**src/rtl/meter_cmd_pkg.sv**
```systemverilog
// Shared command codes, FSM encoding and strobe decode for the meter command arbiter.
package meter_cmd_pkg;

  localparam int unsigned CMD_W           = 3;
  localparam int unsigned CNT_W           = 4;
  localparam int unsigned HOLDOFF_DEFAULT = 4;

  localparam logic [CMD_W-1:0] CMD_ADD1 = 3'd0;
  localparam logic [CMD_W-1:0] CMD_ADD2 = 3'd1;
  localparam logic [CMD_W-1:0] CMD_ADD3 = 3'd2;
  localparam logic [CMD_W-1:0] CMD_ADD4 = 3'd3;
  localparam logic [CMD_W-1:0] CMD_RST1 = 3'd4;
  localparam logic [CMD_W-1:0] CMD_RST2 = 3'd5;

  localparam logic [1:0] ST_IDLE  = 2'd0;
  localparam logic [1:0] ST_ISSUE = 2'd1;
  localparam logic [1:0] ST_HOLD  = 2'd2;

  // One bit per meter strobe line
  typedef struct packed {
    logic rst2;
    logic rst1;
    logic add4;
    logic add3;
    logic add2;
    logic add1;
  } strobe_t;

  // Codes above RST2 have no meter action
  function automatic logic cmd_legal(input logic [CMD_W-1:0] cmd);
    return (cmd <= CMD_RST2);
  endfunction

  // Map a command code onto its single strobe line
  function automatic strobe_t cmd_decode(input logic [CMD_W-1:0] cmd);
    strobe_t s;
    s = '0;
    case (cmd)
      CMD_ADD1: s.add1 = 1'b1;
      CMD_ADD2: s.add2 = 1'b1;
      CMD_ADD3: s.add3 = 1'b1;
      CMD_ADD4: s.add4 = 1'b1;
      CMD_RST1: s.rst1 = 1'b1;
      CMD_RST2: s.rst2 = 1'b1;
      default:  s = '0;
    endcase
    return s;
  endfunction

endpackage

```
**src/rtl/meter_cmd_arbiter_if.sv**
```systemverilog
// Request handshakes from the local panel and the remote port.
interface meter_cmd_arbiter_if;
  import meter_cmd_pkg::*;

  logic             loc_valid;
  logic [CMD_W-1:0] loc_cmd;
  logic             loc_ready;
  logic             rem_valid;
  logic [CMD_W-1:0] rem_cmd;
  logic             rem_ready;

  modport master (
    output loc_valid, loc_cmd, rem_valid, rem_cmd,
    input  loc_ready, rem_ready
  );

  modport slave (
    input  loc_valid, loc_cmd, rem_valid, rem_cmd,
    output loc_ready, rem_ready
  );
endinterface

```
**src/rtl/holdoff_timer.sv**
```systemverilog
// Down-counter that times the idle gap after an issued meter pulse.
module holdoff_timer
  import meter_cmd_pkg::*;
(
  input  logic             clk,
  input  logic             rst,
  input  logic [CNT_W-1:0] load,
  input  logic             start,
  output logic             done
);

  logic [CNT_W-1:0] cnt;

  // Load on start, then count down to zero and stay there
  always_ff @(posedge clk or negedge rst) begin
    if (!rst) begin
      cnt <= '0;
    end else if (start) begin
      cnt <= load;
    end else if (cnt != '0) begin
      cnt <= cnt - CNT_W'(1);
    end
  end

  // Last hold cycle is the one where the count reads one
  assign done = (cnt == CNT_W'(1));

endmodule

```
**src/rtl/meter_cmd_arbiter.sv**
```systemverilog
// Round-robin arbiter between local and remote command sources driving meter strobes.
module meter_cmd_arbiter
  import meter_cmd_pkg::*;
#(
  parameter int unsigned HOLDOFF = HOLDOFF_DEFAULT
) (
  input  logic                clk,
  input  logic                rst,
  meter_cmd_arbiter_if.slave  req,
  output logic                add1,
  output logic                add2,
  output logic                add3,
  output logic                add4,
  output logic                rst1,
  output logic                rst2,
  output logic                busy,
  output logic                err_cmd
);

  logic [1:0]       state, state_nxt;
  logic [CMD_W-1:0] cmd_q, cmd_nxt;
  logic             last_rem, last_rem_nxt;
  strobe_t          strobe_q, strobe_nxt;
  logic             err_q, err_nxt;
  logic             busy_q, busy_nxt;
  logic             hold_start;
  logic             hold_done;
  logic             loc_grant, rem_grant;
  logic [CMD_W-1:0] sel_cmd;

  // Grant one requester while idle; the side not granted last wins a tie
  assign loc_grant = rst && (state == ST_IDLE) && req.loc_valid &&
                     (!req.rem_valid || last_rem);
  assign rem_grant = rst && (state == ST_IDLE) && req.rem_valid &&
                     (!req.loc_valid || !last_rem);
  assign sel_cmd   = loc_grant ? req.loc_cmd : req.rem_cmd;

  assign req.loc_ready = loc_grant;
  assign req.rem_ready = rem_grant;

  holdoff_timer u_holdoff (
    .clk   (clk),
    .rst   (rst),
    .load  (CNT_W'(HOLDOFF)),
    .start (hold_start),
    .done  (hold_done)
  );

  // State, captured command, grant pointer and registered outputs
  always_ff @(posedge clk or negedge rst) begin
    if (!rst) begin
      state    <= ST_IDLE;
      cmd_q    <= '0;
      last_rem <= 1'b1;
      strobe_q <= '0;
      err_q    <= 1'b0;
      busy_q   <= 1'b0;
    end else begin
      state    <= state_nxt;
      cmd_q    <= cmd_nxt;
      last_rem <= last_rem_nxt;
      strobe_q <= strobe_nxt;
      err_q    <= err_nxt;
      busy_q   <= busy_nxt;
    end
  end

  // Next state and next output values; strobes are set on the handshake edge so they show in ISSUE
  always_comb begin
    state_nxt    = state;
    cmd_nxt      = cmd_q;
    last_rem_nxt = last_rem;
    strobe_nxt   = '0;
    err_nxt      = 1'b0;
    hold_start   = 1'b0;
    case (state)
      ST_IDLE: begin
        if (loc_grant || rem_grant) begin
          cmd_nxt      = sel_cmd;
          last_rem_nxt = rem_grant;
          strobe_nxt   = cmd_decode(sel_cmd);
          err_nxt      = !cmd_legal(sel_cmd);
          state_nxt    = ST_ISSUE;
        end
      end
      ST_ISSUE: begin
        if (cmd_legal(cmd_q)) begin
          hold_start = 1'b1;
          state_nxt  = ST_HOLD;
        end else begin
          state_nxt  = ST_IDLE;
        end
      end
      ST_HOLD: begin
        if (hold_done) begin
          state_nxt = ST_IDLE;
        end
      end
      default: state_nxt = ST_IDLE;
    endcase
    busy_nxt = (state_nxt != ST_IDLE);
  end

  assign add1    = strobe_q.add1;
  assign add2    = strobe_q.add2;
  assign add3    = strobe_q.add3;
  assign add4    = strobe_q.add4;
  assign rst1    = strobe_q.rst1;
  assign rst2    = strobe_q.rst2;
  assign err_cmd = err_q;
  assign busy    = busy_q;

endmodule

```
**src/flat_wrapper.sv**
```systemverilog
// flat-port wrapper written by rule: the top's interface ports become plain ports
module meter_cmd_arbiter_flat import meter_cmd_pkg::*;
#(
  parameter int unsigned HOLDOFF = HOLDOFF_DEFAULT
)
  (clk, rst, add1, add2, add3, add4, rst1, rst2, busy, err_cmd, req_loc_valid, req_loc_cmd, req_rem_valid, req_rem_cmd, req_loc_ready, req_rem_ready);
  meter_cmd_arbiter_if req_i ();
  input  logic clk;
  input  logic rst;
  output logic add1;
  output logic add2;
  output logic add3;
  output logic add4;
  output logic rst1;
  output logic rst2;
  output logic busy;
  output logic err_cmd;
  input wire logic [$bits(req_i.loc_valid)-1:0] req_loc_valid;
  input wire logic [$bits(req_i.loc_cmd)-1:0] req_loc_cmd;
  input wire logic [$bits(req_i.rem_valid)-1:0] req_rem_valid;
  input wire logic [$bits(req_i.rem_cmd)-1:0] req_rem_cmd;
  output wire logic [$bits(req_i.loc_ready)-1:0] req_loc_ready;
  output wire logic [$bits(req_i.rem_ready)-1:0] req_rem_ready;
  assign req_i.loc_valid = req_loc_valid;
  assign req_i.loc_cmd = req_loc_cmd;
  assign req_i.rem_valid = req_rem_valid;
  assign req_i.rem_cmd = req_rem_cmd;
  assign req_loc_ready = req_i.loc_ready;
  assign req_rem_ready = req_i.rem_ready;
  meter_cmd_arbiter #(.HOLDOFF(HOLDOFF)) u_core (.clk(clk), .rst(rst), .req(req_i), .add1(add1), .add2(add2), .add3(add3), .add4(add4), .rst1(rst1), .rst2(rst2), .busy(busy), .err_cmd(err_cmd));
endmodule
```
**config.mk**
```make
export PLATFORM = sky130hd
export DESIGN_NAME = meter_cmd_arbiter_flat
export DESIGN_NICKNAME = d
export VERILOG_FILES = /design/src/rtl/meter_cmd_pkg.sv /design/src/rtl/meter_cmd_arbiter_if.sv /design/src/rtl/holdoff_timer.sv /design/src/rtl/meter_cmd_arbiter.sv /design/src/flat_wrapper.sv
export SDC_FILE = /design/constraint.sdc
export NUM_CORES = 1
export LEC_CHECK = 0
export ABC_AREA = 1
export CORE_ASPECT_RATIO = 0.9
export CORE_MARGIN = 1.5
export CORE_UTILIZATION = 50
export CTS_BUF_LIST = sky130_fd_sc_hd__clkbuf_4
export DETAILED_ROUTE_END_ITERATION = 8
export PLACE_DENSITY = 0.8
export SLEW_MARGIN = 20
export SYNTH_ARGS = -nofsm -noshare
export SYNTH_HDL_FRONTEND = slang
export SYNTH_SLANG_ARGS = --single-unit
```
**constraint.sdc**
```tcl
create_clock -name clk -period 1.4 [get_ports clk]
set_input_delay 0.14 -clock clk [delete_from_list [all_inputs] [get_ports clk]]
set_output_delay 0.14 -clock clk [all_outputs]
set_load 0.02 [all_outputs]
```
After elaboration in Yosys (flattened, before gate mapping)
Index checks and enable logic that the tools add are counted.
{"block": "totals", "reg_bits": 18, "latchBits": 0, "ramBits": 0, "romBits": 0, "input_bits": 10, "out_inout_bits": 10, "wordCells": 60, "mem_count": 0}
{"block": "classes", "addsub": 1, "n_mul": 0, "n_div": 0, "order_cmp": 2, "n_eq_ne": 8, "shifts": 0, "muxes": 19, "bitwise": 0, "n_reduce_logical": 18}
{"operator": "6-bit 2-to-1 mux", "n": 2}
{"operator": "1-bit 2-to-1 mux", "n": 10}
{"operator": "4-bit 2-to-1 mux", "n": 2}
{"operator": "3-bit by 2-bit == test with 1-bit output, second input constant", "n": 2}
{"operator": "3-bit == test, second input constant", "n": 2}
{"operator": "3-bit <= comparator, second input constant", "n": 2}
{"operator": "2-bit 2-to-1 mux", "n": 3}
{"operator": "2-bit one-hot mux with 3 select lines", "n": 1}
{"operator": "1-bit logical AND", "n": 5}
{"operator": "4-bit by 1-bit == test with 1-bit output, second input constant", "n": 1}
{"operator": "1-bit zero test", "n": 4}
{"operator": "2-bit nonzero test", "n": 2}
{"operator": "4-bit nonzero test", "n": 1}
{"operator": "4-bit by 1-bit subtractor with 4-bit output, second input constant", "n": 1}
{"operator": "3-bit by 1-bit == test with 1-bit output, second input constant", "n": 1}
{"operator": "3-bit zero test", "n": 1}
{"operator": "1-bit logical OR", "n": 3}
{"operator": "3-bit 2-to-1 mux", "n": 1}
{"operator": "2-bit by 1-bit == test with 1-bit output, second input constant", "n": 1}
{"operator": "2-bit == test, second input constant", "n": 1}
{"operator": "2-bit zero test", "n": 1}
{"operator": "2-bit AND reduction", "n": 1}

Depth between registers and ports, before layout
{"block": "depth", "depth_word": 9, "depth_mapped": 8}

Modules after synthesis
Synthesis repeated with hierarchy kept, for this count alone.
{"block": "unflattened", "hier_cells": 115, "hier_area_um2": 965.9}
{"mod": "meter_cmd_arbiter", "n_inst": 1, "cells_per_inst": 78, "area_each_um2": 674.4, "seq_area_each_um2": 326.6}
{"mod": "holdoff_timer", "n_inst": 1, "cells_per_inst": 37, "area_each_um2": 291.5, "seq_area_each_um2": 100.1}

Worst setup path after synthesis
Ideal clock, no wire load.
{"block": "synth_timing", "kind": "flip-flop to flip-flop", "from": "register u_core.state[0]", "to": "register u_core.cmd_q[1]", "arrival_time_ps": 1170, "t_required_ps": 1281, "setup_slack_ps": 111, "path_stages_with_launch": 7, "path_buffers": 0, "synth_period_minus_slack_ps": 1289, "cell_sequence": "dfrtp_1 -> inv_2 -> nand3_2 -> nor2_1 -> inv_1 -> nand3_1 -> nand2_1"}
{"block": "synth_between", "elab_chain_cells": 6, "elab_cells_between_ends": 9, "cone_classes": "1 x mux; 8 x reduce/logical"}
{"item": "start: declaration", "line": "meter_cmd_arbiter.sv:20", "source": "logic [1:0] state, state_nxt;"}
{"item": "start signal: assignment", "line": "meter_cmd_arbiter.sv:59", "source": "state <= state_nxt;"}
{"item": "2-bit zero test", "line": "meter_cmd_arbiter.sv:34", "source": "assign rem_grant = rst && (state == ST_IDLE) && req.rem_valid &&"}
{"item": "1-bit logical AND (3 in a row)", "line": "meter_cmd_arbiter.sv:34"}
{"item": "named net req_rem_ready", "line": "flat_wrapper.sv:23", "source": "output wire logic [$bits(req_i.rem_ready)-1:0] req_rem_ready;"}
{"item": "1-bit logical OR", "line": "meter_cmd_arbiter.sv:78", "source": "if (loc_grant || rem_grant) begin"}
{"item": "2-bit AND reduction (no source line)"}
{"item": "end signal: assignment", "line": "meter_cmd_arbiter.sv:60", "source": "cmd_q <= cmd_nxt;"}
{"item": "end: declaration", "line": "meter_cmd_arbiter.sv:21", "source": "logic [CMD_W-1:0] cmd_q, cmd_nxt;"}
The timed path passes the listed nets, and every way through them passes these cells.
A chain may end at the register's enable or synchronous reset.

Worst setup path after layout
{"block": "layout_timing", "from": "register u_core.last_rem", "to": "output port req_loc_ready"}
{"block": "layout_between", "elab_chain_cells": 2}
{"item": "start: declaration", "line": "meter_cmd_arbiter.sv:22", "source": "logic last_rem, last_rem_nxt;"}
{"item": "start signal: assignment", "line": "meter_cmd_arbiter.sv:61", "source": "last_rem <= last_rem_nxt;"}
{"item": "1-bit logical OR", "line": "meter_cmd_arbiter.sv:33", "source": "(!req.rem_valid || last_rem);"}
{"item": "1-bit logical AND", "line": "meter_cmd_arbiter.sv:32", "source": "assign loc_grant = rst && (state == ST_IDLE) && req.loc_valid &&"}
{"item": "end: declaration", "line": "flat_wrapper.sv:22", "source": "output wire logic [$bits(req_i.loc_ready)-1:0] req_loc_ready;"}
No other way between the ends.

==> qor.yml <==
synth:
  synth_cell_types: 21
  synth.largest_area_cell: "dfrtp_1"
  netlist_instances: 97
  synth_top_area_share_pct: 46.4
  synth.avg_cell_area_um2: 8.90
  synth_area_leaders: "dfrtp_1, nand2_1, nand3_1"
  netlist_area_um2: 863
  ys_ff_latch: 17
  ys.warnings.count: 0
  yosysSeqAreaShare_pct: 49.4
  syn-num-nets: 110
sta:
  setup_viol: 6
  fin_worst_skew_ns: 0.00435
  drv_slew: 0
  post-route-period-util_pct: 103
  final_hold_viol_count: 0
  rsz0062_at_grt: "true"
  setup_ws_ns: -0.0395
  fmax_mhz: 695
  max-slew-margin-rel_pct: 83.9
  worst_pin_slew_ns: 0.240
  period_needed_ns: 1.44
worst_setup_path:
  crit_end: "req_loc_ready"
  cp_max_fo: 3
  reg2reg_slack_ns: -0.03
  cp_data_required_time_ns: 1.26
  reg2reg_to: "u_core.rst2$_DFF_PN0_"
  setup.worst_path.start: "u_core.last_rem$_DFFE_PN1P_"
  worstSetupEndpointType: "output port"
  critPathLaunchType: "flop"
  reg2reg_from: "u_core.last_rem$_DFFE_PN1P_"
  arrival_ns: 1.30
  path_class: "reg -> out"
  r2r_cells: 7
detailed_routing:
  wirelength_mm: 2.07
  drc_errors: 0
  routed-via-count: 773
  via_per_inst: 4.92
  first_pass_iters: 4
  drtAntennaViolNets: 0
  routedWlPerCell_um: 13.2
  drt_iter0_drc: 12
floorplanning:
  start_util_pct: 52.4
  die_w_um: 46.8
  rows: 14
  core_area_mm2: 0.00165
  die_h_um: 42.4
  dieArea_mm2: 0.00199
  ioPinCount: 20
global_routing:
  grt_use_met3_pct: 3.88
  busiest_layer: "met2"
  antenna_found_initial: 0
  track_usage_pct: 20.4
  grt_pass1_wl_mm: 2.76
  grt_max_degree: 18
  met1_usage_pct: 22.4
  grt-ovfl-total: 0
  use_met2_pct: 34.0
  grt_pass1_vias: 691
clock_tree:
  cts_tree: "done"
  cts_buffer_depth: 2
  clkTransAtPathRegs_ns: 0.10
  numCtsBuffers: 3
  cts-root-buf: "clkbuf_4"
  cts.sinks: 17
  h-tree-depth: 1
  clk_latency_ns: 0.30
  ctsHoldBuffers: 0
status:
  status: "finished with violations"
  violations: "negative setup slack"
worst_hold_path:
  hold_path.class: "in -> async"
final_layout:
  drive_gt1_share_pct: 38.3
  mostFrequentLayoutCells: "nand2_1, dfrtp_1, buf_4, inv_1, clkdlybuf4s50_1"
  num-fill-cells: 114
  syn_to_final_growth_pct: 50.4
  nNetsFinal: 147
  antenna_cells: 0
placement:
  post-place-ws_ns: -0.336
  place.gp.congestion: 0.766
  hpwl_mm: 1.39
  io_buffers: 19
power:
  power_density_mw_per_mm2: 1520
  p_leak_nw: 0.764
  ir_drop_uv: 1050
  power_mw: 1.97
job:
  max_cap_violations: 0
[flip-flops by register name, indices dropped and copies added (netlist names)]
register,count
u_core.add4,1
u_core.add3,1
u_core.busy,1
u_core.rst2,1
u_core.state,2
u_core.err_cmd,1
u_core.add1,1
u_core.cmd_q,2
u_core.u_holdoff.cnt,4
u_core.rst1,1
u_core.add2,1
u_core.last_rem,1
[layer usage]
metal,vias to the layer above,routed length (um)
met5,-,0
met4,0,54
met3,5,47
met2,17,1130
met1,373,845
li1,378,-
[report_power, final]
group          leakage, nW  total (mW)  internal [mW]  switching [mW]
Clock               0.0177       0.273          0.107           0.166
Sequential           0.218       0.755          0.652           0.103
Combinational        0.528       0.946          0.407           0.539
[layout make-up]
type	instances	area [um2]	share of cell area, %
clock buffers	3	22.5	1.73
repair buffers	32	310	23.9
clock inverters	1	5.00	0.385
flip-flops and latches	17	427	32.9
well taps	24	30.0	2.31
inverters	14	52.6	4.05
multi-input cells	66	452	34.8
[per-stage QoR]
stage               instances  hold slack (ns)  instance area, um2  TNS [ns]  util (%)
global placement          150            0.464                1160     -1.30      70.4
floorplan                  97           -0.156                 863         0         -
global route              157            0.365                1300    -0.618      78.9
detailed placement        150            0.484                1160     -1.81      70.4
finish                    157            0.355                1300    -0.132      78.9
CTS                       154            0.382                1180         0      71.8
[logic make-up after synthesis]
| group | count (synthesis) | share of synthesized area, % |
|---|---|---|
| XOR/XNOR | 1 | 1.01 |
| adder cells (fa/ha/maj) | 3 | 4.35 |
| AND/OR/NAND/NOR | 54 | 31.2 |
| AO/OA/AOI/OAI | 8 | 7.97 |
| flip-flops | 17 | 49.4 |
| buffers and inverters | 14 | 6.09 |
[timing repair]
action                                  4_1_cts  5_1_grt
endpoints found under the setup margin        2       17
resized for setup                            10       30
pin swaps                                     0       10
setup buffers                                 0        3
[how the worst min path moves through the flow]
stage	endpoint	slack, ns	cells after the start
global placement	u_core.u_holdoff.cnt[3]$_DFFE_PN0P_	0.46	1
global route	u_core.u_holdoff.cnt[0]$_DFFE_PN0P_	0.37	3
detailed placement	u_core.u_holdoff.cnt[3]$_DFFE_PN0P_	0.48	1
CTS	u_core.u_holdoff.cnt[1]$_DFFE_PN0P_	0.38	3
finish	u_core.add4$_DFF_PN0_	0.35	3
floorplan	u_core.add1$_DFF_PN0_	-0.16	0
[critical path: stages, from the launching register on]
cell	delay (ns)
dfstp_2	0.56
inv_2	0.06
nand2_2	0.08
nand2_4	0.06
nor2_4	0.11
buf_6	0.13
[synthesized netlist by cell type]
| cell type | number |
|---|---|
| a21oi_1 | 2 |
| nand2_1 | 23 |
| nor2_4 | 2 |
| inv_1 | 11 |
| nand3_1 | 9 |
| nand2_2 | 4 |
| nor2_1 | 10 |
| dfrtp_1 | 16 |
| nand2_4 | 1 |
| inv_2 | 3 |
| a21boi_0 | 1 |
| a21boi_4 | 1 |
| o21ai_0 | 2 |
| nand3_2 | 3 |
| o22ai_1 | 1 |
| nor3_1 | 1 |
| dfstp_2 | 1 |
| nand4_1 | 1 |
| a21oi_4 | 1 |
| xnor2_1 | 1 |
| ha_1 | 3 |
Note: power is estimated with default switching activity, not from simulation.
